`src/rtl/pmod_pattern_checker_rx_settle_filter.sv`:
```
// pmod_pattern_checker_rx_settle_filter
//   Brings the asynchronous looped-back byte into the clock domain and
//   commits it once it has been stable long enough.
//   Ports:
//     clk_16mhz  in   system clock
//     rst_n      in   asynchronous active-low reset
//     pmod_rx    in   8-bit looped-back pattern (asynchronous)
//     commit     out  1-cycle strobe: rx_value is a new stable value
//     rx_value   out  synchronised byte (the value being committed on commit)
//     committed  out  most recently committed byte (0x00 after reset)
`timescale 1ns/1ps
module pmod_pattern_checker_rx_settle_filter #(
    parameter int SETTLE_CYCLES = 16
) (
    input  logic       clk_16mhz,
    input  logic       rst_n,
    input  logic [7:0] pmod_rx,
    output logic       commit,
    output logic [7:0] rx_value,
    output logic [7:0] committed
);

    localparam int SW = $clog2(SETTLE_CYCLES + 1);
    localparam logic [SW-1:0] SETTLE_LAST = SW'(SETTLE_CYCLES - 1);

    logic [7:0]    sync1_reg;
    logic [7:0]    sync2_reg;
    logic [7:0]    rx_d_reg;
    logic [SW-1:0] settle_reg;
    logic [SW-1:0] settle_next;
    logic [7:0]    committed_reg;
    logic          changed;

    // Independent 2-FF synchroniser per bit; the settle counter absorbs
    // any bit-to-bit skew between the lanes.
    generate
        for (genvar gi = 0; gi < 8; gi++) begin : g_sync
            always_ff @(posedge clk_16mhz or negedge rst_n) begin
                if (!rst_n) begin
                    sync1_reg[gi] <= 1'b0;
                    sync2_reg[gi] <= 1'b0;
                end else begin
                    sync1_reg[gi] <= pmod_rx[gi];
                    sync2_reg[gi] <= sync1_reg[gi];
                end
            end
        end
    endgenerate

    assign changed = (sync2_reg != rx_d_reg);

    always_comb begin
        settle_next = settle_reg;
        if (changed) begin
            settle_next = '0;
        end else if (settle_reg != SETTLE_LAST) begin
            settle_next = settle_reg + 1'b1;
        end
    end

    // The counter only clears the cycle after a change, so "changed" also
    // gates the strobe: a glitch arriving while the counter sits at its end
    // value must not be committed.
    assign commit    = (settle_reg == SETTLE_LAST) && !changed && (sync2_reg != committed_reg);
    assign rx_value  = sync2_reg;
    assign committed = committed_reg;

    always_ff @(posedge clk_16mhz or negedge rst_n) begin
        if (!rst_n) begin
            rx_d_reg      <= 8'h00;
            settle_reg    <= '0;
            committed_reg <= 8'h00;
        end else begin
            rx_d_reg   <= sync2_reg;
            settle_reg <= settle_next;
            if (commit) begin
                committed_reg <= sync2_reg;
            end
        end
    end

endmodule

```
`config.mk`:
```
export PLATFORM = sky130hd
export DESIGN_NAME = pmod_pattern_checker_rx_settle_filter
export DESIGN_NICKNAME = d
export VERILOG_FILES = /design/src/rtl/pmod_pattern_checker_rx_settle_filter.sv
export SDC_FILE = /design/constraint.sdc
export NUM_CORES = 1
export LEC_CHECK = 0
export CORE_MARGIN = 3
export CORE_UTILIZATION = 45
export DETAILED_ROUTE_END_ITERATION = 10
export HOLD_SLACK_MARGIN = 0.1
export PLACE_DENSITY = 0.72
export SYNTH_ARGS = -nofsm -noshare
export SYNTH_HDL_FRONTEND = slang
export SYNTH_SLANG_ARGS = --single-unit
```
`constraint.sdc`:
```
create_clock -name clk_16mhz -period 2.15 [get_ports clk_16mhz]
set_clock_uncertainty 0.2 [all_clocks]
set_input_delay 0.215 -clock clk_16mhz [delete_from_list [all_inputs] [get_ports clk_16mhz]]
set_output_delay 0.215 -clock clk_16mhz [all_outputs]
set_load 0.01 [all_outputs]
```
* Yosys cells after proc, flatten, opt, wreduce, memory -nomap -nowiden
Index checks and enable logic that the tools add are counted.
** Word-level totals
- Register bits :: 37
- Output and inout bits :: 17
- Logic and storage cells :: 30
** Cells by class
- Add/subtract/negate cells :: 1
- Equal/unequal tests :: 4
- Multiplexer cells :: 2
- Reduce and logical (&&, ||, !) cells :: 4
** Operators by type and width (number)
- $ne A8 B8 Y1 :: 2
- $mux W5 :: 2
- $add A5 B1 Y5 const B :: 1
- $eq A5 B4 Y1 const B :: 1
- $ne A5 B4 Y1 const B :: 1
- $logic_and A1 B1 Y1 :: 2
- $reduce_bool A2 Y1 :: 1
- $logic_not A1 Y1 :: 1

* Logic depth before layout (Yosys ltp)
- Depth after elaboration :: 4
- Gate-level depth with buffers :: 7

* Least setup slack after synthesis
No wires, ideal clock.
- Kind :: register -> register
- From :: register settle_reg[0]
- To :: register committed_reg[0], in the netlist committed[0]
- Arrival :: 1664 ps
- Required time :: 1825 ps
- Slack :: 161 ps
- Stages on the path, launching flop included :: 7
- Buffers on the path :: 1
- Clock period less this slack :: 1989 ps
- Cells stage by stage :: dfrtp_1 ha_1 and3_1 ha_1 clkbuf_1 o2111ai_4 mux2_2
** On the way
- Word-level cells in the longest chain between the ends :: 3
** RTL lines
- start, declared :: line 29 : logic [SW-1:0] settle_reg;
- start signal, assigned :: line 75 : settle_reg <= settle_next;
- $eq A5 B4 Y1 :: line 64 : assign commit = (settle_reg == SETTLE_LAST) && !changed && (sync2_reg != committed_reg);
- $logic_and A1 B1 Y1 (2 in a row) :: line 64
- end signal, assigned :: line 77 : committed_reg <= sync2_reg;
- end, declared :: line 31 : logic [7:0] committed_reg;
Every way passes these cells.
A chain may end at the register's enable or synchronous reset.

* Worst setup path in the final report
- From :: register sync2_reg[0], in the netlist rx_value[0]
- To :: register committed_reg[4], in the netlist committed[4]
** On the way
- Word-level cells in the longest chain between the ends :: 4
- Elaborated cells between the ends (all ways) :: 5
- Classes of those cells :: eq/ne (2); reduce/logical (3)
** RTL lines
- start, declared :: line 27 : logic [7:0] sync2_reg;
- start signal, assigned by index :: line 44 : sync2_reg[gi] <= sync1_reg[gi];
- $ne A8 B8 Y1 :: line 50 : assign changed = (sync2_reg != rx_d_reg);
- $logic_not A1 Y1 :: line 64
- $logic_and A1 B1 Y1 :: line 64
- $logic_and A1 B1 Y1 (*) :: line 64
Mark *: on every way between the ends. The rest lies on a longest branch, timed or not.

==> results.sh <==
export IMPL_cts_sinks=37
export IMPL_clk_latency_ps=340
export IMPL_critical_path_top_delay_family="flip-flops"
export IMPL_clkTransAtPathRegs_ps=100
export IMPL_grt_pass1_wl_microns=4190
export IMPL_rr_startpoint="rx_value[0]"
export IMPL_setup_violations_final=0
export IMPL_syn_area_per_cell_sq_um=15.9
export IMPL_grt_max_degree=38
export IMPL_ys_warn_count=0
export IMPL_via_per_inst=4.94
export IMPL_worst_slack_ps=122
export IMPL_period_needed_ps=2030
export IMPL_cp_end_kind="flip-flop"
export IMPL_layout_commonest_cell="dfrtp_1"
export IMPL_timing_rr_end="committed[4]"
export IMPL_wl_microns=2390
export IMPL_hold_viol_final=0
export IMPL_reg2reg_slack_ps=120
export IMPL_dieHeight_microns=61.2
export IMPL_place_hpwl_microns=1550
export IMPL_drt_pass1_iterations=4
export IMPL_outcome="completed"
export IMPL_cp_common_cell="buf_4"
export IMPL_crit_cells=6
export IMPL_max_freq_ghz=0.493
export IMPL_worstPathArrival_ps=2060
export IMPL_worst_path_largest_cell_delay_ps=440
export IMPL_cts_root_buffer="clkbuf_4"
export IMPL_syn_inst=86
export IMPL_cts_tree="done"
export IMPL_p_leak_nw=0.860
export IMPL_cpMaxStageDelayCell="dfrtp_2"
export IMPL_total_power_mw=1.19
export IMPL_synth_ff_latch_count=37
export IMPL_worstMarginPinSlew_ps=447
export IMPL_coreArea_sq_um=2830
export IMPL_layout_common_cells="dfrtp_1 (35), clkdlybuf4s50_1 (25), buf_4 (17), xor2_1 (10), xnor2_1 (9)"
export IMPL_ant_nets=0
export IMPL_num_io_pins=27
export IMPL_worst_path_buf_inv=2
export IMPL_row_count=19
export IMPL_drc=0
export IMPL_crit_end="committed[4]"
export IMPL_synth_top_area_share_pct=67.6
export IMPL_drtIter0Drc=34
export IMPL_dr_total_vias=864
export IMPL_slew_violations=0
export IMPL_grt_antenna_before_repair=0
export IMPL_ir_drop_mv=0.561
export IMPL_power_density_nw_per_um2=619
export IMPL_worst_hold_path_type="in2reg"
export IMPL_syn_cell_area_sq_um=1370
export IMPL_ff2ff_path_depth=6
export IMPL_pre_cts_ws_ps=79.3
export IMPL_nets=155
export IMPL_fin_crit_sh_pct=94.3
export IMPL_h_tree_depth=2
export IMPL_dieArea_sq_um=3740
export IMPL_io_buffer_count=26
export IMPL_grt_usage_pct=16.2
export IMPL_yosysSeqAreaShare_pct=67.6
export IMPL_drive_above_1_share_pct=27.1
export IMPL_synth_nets=98
export IMPL_cts_buffers=5
export IMPL_initial_utilization_pct=48.4
export IMPL_startpoint="rx_value[0]"
export IMPL_antenna_cells=0
export IMPL_start_kind="flip-flop"
export IMPL_syn2layout_area_growth_pct=40.5
export IMPL_crit_type="reg2reg"
export IMPL_ys_types=18
export IMPL_die_w_microns=61.2
export IMPL_path_cells="buf_4 -> xnor2_1 -> nand4_1 -> buf_4 -> o2111ai_4 -> mux2_2"
export IMPL_required_ps=2180
export IMPL_cap_violations=0
export IMPL_gr_total_overflow=0
export IMPL_place_congestion=0.692
export IMPL_slew_headroom_pct=70.2
export IMPL_max_clock_path_buffers=2
export IMPL_grt_pass1_vias=911
export IMPL_synth_area_leader_cell="dfrtp_1"
export IMPL_critPathMaxFanout=8
export IMPL_synth_area_leaders="dfrtp_1 (68%), mux2_2 (6.6%), xor2_1 (6.4%)"
export IMPL_wire_per_inst_microns=13.7
cells by family (layout without fill, tap and decap cells):
logic type               Yosys count  after routing  synth area share, %
flip-flops                        37             37                 67.6
XOR/XNOR                          19             19                 12.1
AND/OR/NAND/NOR                   14             14                 7.49
multiplexers                       9              9                 7.31
AO/OA/AOI/OAI                      3              3                 3.10
adder cells (fa/ha/maj)            2              2                 1.83
buffers and inverters              2             60                0.547
what timing repair did:
| action | CTS | global route |
|---|---|---|
| setup buffers | 8 | 3 |
| gates resized for setup | 4 | 2 |
| gates cloned | 0 | 0 |
| hold endpoints to repair | 43 | 1 |
| endpoints found under the setup margin | 1 | 1 |
| pin swaps | 3 | 3 |
| hold buffers | 7 | 1 |
layer usage:
metal	wire, microns	global-route usage, %
met5	0	0
met4	45	6.50
met3	174	7.97
met2	1120	23.7
met1	1050	20.7
synth_stat cells, drive strengths merged:
cell type and count:
a21oi 1, and3 1, clkbuf 1, dfrtp 37, ha 2, inv 1
mux2 8, mux2i 1, nand2 1, nand4 2, nand4b 1, nor2 6
nor2b 1, nor4 2, o2111a 1, o2111ai 1, xnor2 9, xor2 10
where the power goes:
group          switching, mW  leakage (nW)  total, mW  internal (mW)
clock                  0.219        0.0320      0.343          0.125
combinational         0.0481         0.369      0.113         0.0649
sequential            0.0156         0.459      0.734          0.719
how the worst min path moves through the flow:
stage                  from           end  slack, ps  cells after the start
2_1_floorplan         rst_n  committed[0]       -280                      0
3_5_place_dp   sync1_reg[1]   rx_value[1]        130                      0
5_1_grt          pmod_rx[1]  sync1_reg[1]        100                      1
4_1_cts          pmod_rx[2]  sync1_reg[2]        100                      1
6_report         pmod_rx[1]  sync1_reg[1]        120                      1
3_3_place_gp   sync1_reg[5]   rx_value[5]        130                      0
cell type report:
cell class	count	area (sq um)
Multi-Input combinational cell	47	439
Inverter	1	3.75
Clock buffer	6	41.3
Sequential cell	37	928
Fill cell	202	905
Timing Repair Buffer	51	463
Clock inverter	2	10.0
Tap cell	31	38.8
through the flow:
stage          std cells  setup TNS [ps]  util (%)  hold WS (ps)  instance area [sq um]
2_1_floorplan         86               0         -          -281                   1370
3_3_place_gp         148               0      60.5           132                   1710
3_5_place_dp         148               0      60.5           135                   1710
4_1_cts              171               0      67.0           104                   1900
5_1_grt              175           -3.42      68.0           104                   1920
6_report             175               0      68.0           120                   1920
No activity file was read; power rests on OpenSTA's default activity.
